<file path="config.mk">
export PLATFORM = sky130hd
export DESIGN_NAME = line_sensor_scanner
export DESIGN_NICKNAME = d
export VERILOG_FILES = /design/src/rtl/line_sensor_scanner_pkg.sv /design/src/rtl/line_sensor_scanner_sync2.sv /design/src/rtl/line_sensor_scanner.sv
export SDC_FILE = /design/constraint.sdc
export NUM_CORES = 1
export LEC_CHECK = 0
export CAP_MARGIN = 20
export CORE_MARGIN = 5
export CORE_UTILIZATION = 52
export DETAILED_ROUTE_END_ITERATION = 16
export PLACE_DENSITY = 0.81
export SLEW_MARGIN = 20
export SYNTH_ARGS = -nofsm -noshare
export SYNTH_HDL_FRONTEND = slang
export SYNTH_SLANG_ARGS = --single-unit
</file>
<file path="constraint.sdc">
create_clock -name clk -period 2.5 [get_ports clk]
set_input_delay 0.75 -clock clk [delete_from_list [all_inputs] [get_ports clk]]
set_output_delay 0.75 -clock clk [all_outputs]
set_load 0.02 [all_outputs]
</file>
<file path="src/rtl/line_sensor_scanner_pkg.sv">
// line_sensor_pkg: shared sizes and types for the RC line sensor scanner
package line_sensor_pkg;
   localparam int NUM_SENSORS = 8;
   typedef enum logic [2:0] {IDLE, SETTLE, CHARGE, MEASURE, UPDATE, WAIT} scan_state_t;
   typedef logic [NUM_SENSORS-1:0] line_pattern_t;
endpackage

</file>
<file path="src/rtl/line_sensor_scanner_sync2.sv">
// sync2: two-flop synchronizer for asynchronous multi-bit inputs
module sync2 #(
   parameter int WIDTH = 1
) (
   input  logic             clk,
   input  logic             reset,
   input  logic [WIDTH-1:0] d,
   output logic [WIDTH-1:0] q
);
   logic [WIDTH-1:0] meta;
   always_ff @(posedge clk)
      if (reset) {q, meta} <= '0;
      else {q, meta} <= {meta, d};
endmodule

</file>
<file path="src/rtl/line_sensor_scanner.sv">
// line_sensor_scanner: times RC sensor discharge each scan and publishes a debounced line pattern
module line_sensor_scanner
   import line_sensor_pkg::*;
#(
   parameter int SETTLE_CYCLES    = 500,
   parameter int CHARGE_CYCLES    = 500,
   parameter int THRESHOLD_CYCLES = 50000,
   parameter int PERIOD_CYCLES    = 250000,
   parameter int DEBOUNCE_SCANS   = 2
) (
   input  logic                   clk,
   input  logic                   reset,
   input  logic                   enable,
   input  logic [NUM_SENSORS-1:0] sensor_in,
   output logic                   sensor_drive,
   output logic                   emitter_on,
   output logic [NUM_SENSORS-1:0] line_bits,
   output logic                   line_valid,
   output logic                   scan_done,
   output logic                   busy
);
   localparam int CW = $clog2(PERIOD_CYCLES);
   localparam logic [CW-1:0] SETTLE_END  = CW'(SETTLE_CYCLES - 1);
   localparam logic [CW-1:0] CHARGE_END  = CW'(SETTLE_CYCLES + CHARGE_CYCLES - 1);
   localparam logic [CW-1:0] MEASURE_END = CW'(SETTLE_CYCLES + CHARGE_CYCLES + THRESHOLD_CYCLES - 1);
   localparam logic [CW-1:0] PERIOD_END  = CW'(PERIOD_CYCLES - 1);
   localparam logic [3:0]    DB          = 4'(DEBOUNCE_SCANS);
   if (PERIOD_CYCLES < SETTLE_CYCLES + CHARGE_CYCLES + THRESHOLD_CYCLES + 2) begin : g_period_chk
      $error("PERIOD_CYCLES too short for one scan");
   end
   if (DEBOUNCE_SCANS < 1 || DEBOUNCE_SCANS > 15) begin : g_debounce_chk
      $error("DEBOUNCE_SCANS must be 1..15");
   end
   scan_state_t   state, state_n;
   logic [CW-1:0] per;
   line_pattern_t sync_in, dark, prev_raw;
   logic [3:0]    match_cnt, match_n;
   sync2 #(.WIDTH(NUM_SENSORS)) u_sync (.clk(clk), .reset(reset), .d(sensor_in), .q(sync_in));
   // One counter times the whole scan: it restarts at SETTLE entry and each phase ends at a fixed offset.
   always_comb begin
      state_n = state;
      case (state)
         IDLE:    state_n = enable ? SETTLE : IDLE;
         SETTLE:  state_n = (per == SETTLE_END) ? CHARGE : SETTLE;
         CHARGE:  state_n = (per == CHARGE_END) ? MEASURE : CHARGE;
         MEASURE: state_n = (per == MEASURE_END) ? UPDATE : MEASURE;
         UPDATE:  state_n = WAIT;
         WAIT:    state_n = (per != PERIOD_END) ? WAIT : enable ? SETTLE : IDLE;
         default: state_n = IDLE;
      endcase
   end
   assign match_n      = (dark == prev_raw) ? ((match_cnt == DB) ? match_cnt : match_cnt + 4'd1) : 4'd1;
   assign emitter_on   = state inside {SETTLE, CHARGE, MEASURE};
   assign sensor_drive = state == CHARGE;
   assign busy         = state != IDLE;
   always_ff @(posedge clk) begin
      if (reset) begin
         state      <= IDLE;
         per        <= '0;
         dark       <= '0;
         prev_raw   <= '0;
         match_cnt  <= '0;
         line_bits  <= '0;
         line_valid <= 1'b0;
         scan_done  <= 1'b0;
      end else begin
         state      <= state_n;
         per        <= ((state_n == SETTLE && state != SETTLE) || state_n == IDLE) ? '0 : per + 1'b1;
         dark       <= (state == CHARGE) ? '1 : (state == MEASURE) ? (dark & sync_in) : dark;
         scan_done  <= state == UPDATE;
         line_valid <= state == UPDATE && match_n == DB;
         if (state == UPDATE) begin
            prev_raw  <= dark;
            match_cnt <= match_n;
            if (match_n == DB) line_bits <= dark;
         end
      end
   end
endmodule

</file>
==> impl_summary.txt <==
----------------------------------------------------
[Run status]
  Outcome ... finished, final reports clean

[GRT]
  Maximum number of pins on one net before global-route repair ... 46
  Global-route wire length before repair ... 11600 um
  GRT Util Overall ... between 15 and 20%
  Total congestion overflow after global routing ... 0
  Number of global-route vias before repair ... 2497
  Initial antenna violation count ... 0

[Detailed routing]
  Violation count after the first detailed-route iteration ... 317
  Number of vias in the routed layout ... 2653
  Average wire length per cell after detail routing ... 14.6 um
  Detail Route Antenna Nets ... 0
  Detailed-routing iteration count for the pre-antenna-repair pass ... 6
  DR DRC count ... 0
  Ratio of routed vias to standard cells ... 5.71
  Detailed Route WL ... 6770 um

[Final layout]
  Area grow syn2layout ... 22.1%
  Layout cell share with drive strength beyond 1 ... 13.7%
  ANT cells ... 0
  Number of nets in the final layout ... 403
  Core utilization of the finished layout ... about two thirds

[Worst setup path]
  Nature of the critical path startpoint ... flip-flop
  Arrival @ worst endpoint ... between 2 and 3 ns
  Highest net fanout along the worst path ... 8
  Startpoint of the worst setup timing path ... per[0]
  WS Path Type ... flip-flop to flip-flop
  Sort of element at the end of the critical path ... flip-flop
  Startpoint of the most critical register-to-register path ... per[0]
  Required arrival time at the worst endpoint ... roughly 2.7 ns

[Clock tree]
  TritonCTS clock tree ... yes
  Register clock-pin slew on the reported worst setup and hold paths ... ~0.07 ns
  Clock buffers created by TritonCTS ... 9
  Number of buffers on the longest clock path ... 2
  Library cell used as clock root buffer ... sky130_fd_sc_hd__clkbuf_8
  Number of H-tree levels ... 3
  Number of buffers inserted for hold repair after clock tree synthesis ... 0
  Worst skew pair latency ... 0.34 ns
  Sinks on the clock net ... 67

[Pwr]
  Leakage Power ... roughly 1.3 nW
  P per Cell Area ... 579 nW/um2
  Worst IR drop on VDD ... 0.000582 V

[Logic synthesis]
  Post-synth ARST share ... 0%
  Cell with the most instances after synthesis ... sky130_fd_sc_hd__dfxtp_1
  Count of yosys warnings during synthesis ... 0
  Post-synthesis cell area ... approximately 3000 um2
  Share of the synthesized area in the top cell type ... between 40 and 50%
  Seq/Total Area, Yosys ... between 40% and 50%
  Total nets after synthesis ... 367
  Top cell type by total area after synthesis ... sky130_fd_sc_hd__dfxtp_1
  Number of distinct library cells after synthesis ... 46
  Top cells by count, synth ... 67 x sky130_fd_sc_hd__dfxtp_1, 38 x sky130_fd_sc_hd__nand2_1, 35 x sky130_fd_sc_hd__o21ai_0
  Number of instances in the synthesized netlist ... 353
  #FFs+latches synth ... 67
  Top_reg_cell synth ... sky130_fd_sc_hd__dfxtp_1
  Avg Cell Area, Syn ... around 8.6 um2
  Count of flip-flops with a built-in enable after synthesis ... 0
  Leading post-synthesis cells by cell area ... sky130_fd_sc_hd__dfxtp_1 44%, sky130_fd_sc_hd__o21ai_0 5.8%, sky130_fd_sc_hd__a21oi_1 4.9%, sky130_fd_sc_hd__nand2_1 4.7%, sky130_fd_sc_hd__xnor2_1 4.0%

[Worst hold path]
  Startpoint of the most critical hold path ... u_sync.meta[5]
  Class of the tightest hold or removal check ... flip-flop to flip-flop

[Placement]
  Placer's final routability congestion estimate ... 0.936
  HPWL reported at the end of detailed placement ... 4560 um
  Count of buffers inserted at the top-level ports ... 23
  Post-Place Setup Slack ... -0.0292 ns

[Floorplan]
  Die height ... a little under 90 um
  Effective utilization at floorplan ... 54.1%
  Count of standard-cell rows ... 27
  Placeable core region ... 5610 um2
  Die Footprint ... 7470 um2
  Ports ... 24
  Floorplan die width ... 86.4 um

[STA]
  Fraction of the cycle the final worst path needs ... 98.2%
  Final Hold Fails ... 0
  Post-route clock skew ... 0.0104 ns
  Maximum frequency from static timing analysis ... 407 MHz
  Max-Slew Margin vs Limit ... 51.0%
  Shortest period the worst path allows ... roughly 2.5 ns
  Final setup viols ... 0
  Least setup slack across all paths after layout ... 0.0446 ns
  Actual slew at the worst max-slew pin ... between 0.7 and 0.8 ns
  Sum Neg Setup Slack ... 0 ns
  Max-slew violations ... 0

[Run]
  Number of max-capacitance violations reported ... 0

----------------------------------------------------
sequential cells by signal, indices dropped and copies added, names as in the netlist:
| signal | count |
|---|---|
| match_cnt | 4 |
| line_valid | 1 |
| dark | 8 |
| u_sync.meta | 8 |
| state | 3 |
| line_bits | 8 |
| prev_raw | 8 |
| scan_done | 1 |
| u_sync.q | 8 |
| per | 18 |
layout make-up:
class	instances	area, um2
inverters	6	22.5
well taps	72	90.1
flip-flops and latches	67	1340
clock buffers	9	124
fillers	489	1900
repair buffers	47	423
clock inverters	6	90.1
multi-input cells	258	1620
stage by stage:
step	hold WS (ns)	instance area (um2)	std cells	power, W
floorplan	0.414	3040	353	0.00115
global placement	0.420	3450	448	0.00119
detailed placement	0.421	3450	448	0.00119
CTS	0.438	3660	463	0.00216
global route	0.458	3710	465	0.00223
finish	0.438	3710	465	0.00215
cell families after synthesis:
family,share of synthesized area (%)
simple gates,27.5
fa+ha+maj,1.24
compound gates,17.0
buf+inv,3.50
xor+xnor,6.63
flops,44.2
worst max-delay path: stages (launching register included):
cell                      delay (ns)
sky130_fd_sc_hd__dfxtp_2        0.36
sky130_fd_sc_hd__ha_4           0.13
sky130_fd_sc_hd__or4b_4         0.46
sky130_fd_sc_hd__or4_4          0.46
sky130_fd_sc_hd__or3_4          0.38
sky130_fd_sc_hd__nor4_4         0.27
sky130_fd_sc_hd__buf_6          0.17
sky130_fd_sc_hd__o32ai_1        0.09
path summary, 6_finish.rpt:
kind | endpoint | cells after the start | slack, ns
worst min register to register | u_sync.q[5] | 1 | 0.44
worst min-delay path | u_sync.q[5] | 1 | 0.44
worst max-delay path | per[0] | 7 | 0.04
worst max register to register | per[0] | 7 | 0.04
report_power, final:
group	internal, W	switching, W	leakage [nW]
registers	0.00108	0.00000616	0.544
logic	0.0000414	0.0000431	0.661
clock network	0.000559	0.000415	0.106
total	0.00168	0.000465	1.31
layer usage:
metal | routed length [um] | vias up | track usage, %
met5 | 0 | - | 0
met4 | 98 | 0 | 6.94
met3 | 361 | 10 | 4.85
met2 | 3120 | 79 | 30.3
met1 | 3190 | 1235 | 25.9
li1 | - | 1329 | -
cell usage in the layout, fill, tap and decap left out, types with 4 or more instances in the layout:
cell | Yosys | layout
sky130_fd_sc_hd__a21oi_1 | 30 | 30
sky130_fd_sc_hd__buf_4 | 0 | 22
sky130_fd_sc_hd__clkbuf_8 | 0 | 9
sky130_fd_sc_hd__clkdlybuf4s50_1 | 0 | 20
sky130_fd_sc_hd__dfxtp_1 | 67 | 65
sky130_fd_sc_hd__inv_1 | 6 | 6
sky130_fd_sc_hd__nand2_1 | 38 | 38
sky130_fd_sc_hd__nand2b_1 | 16 | 16
sky130_fd_sc_hd__nand3_1 | 15 | 15
sky130_fd_sc_hd__nand3b_1 | 4 | 4
sky130_fd_sc_hd__nand4_1 | 7 | 7
sky130_fd_sc_hd__nor2_1 | 8 | 8
sky130_fd_sc_hd__nor2b_1 | 16 | 16
sky130_fd_sc_hd__nor3_1 | 9 | 9
sky130_fd_sc_hd__nor4_1 | 6 | 6
sky130_fd_sc_hd__o21ai_0 | 35 | 35
sky130_fd_sc_hd__o22ai_1 | 6 | 6
sky130_fd_sc_hd__o32ai_1 | 4 | 4
sky130_fd_sc_hd__or3_1 | 5 | 5
sky130_fd_sc_hd__xnor2_1 | 14 | 14
sky130_fd_sc_hd__xor2_1 | 9 | 9
timing repair:
| item | CTS | global route |
|---|---|---|
| gates cloned | 0 | 0 |
| buffers inserted | 0 | 3 |
| gates resized for setup | 1 | 7 |
| endpoints found under the setup margin | 4 | 16 |
| pin swaps | 1 | 3 |
Note: power is estimated with default switching activity, not from simulation.
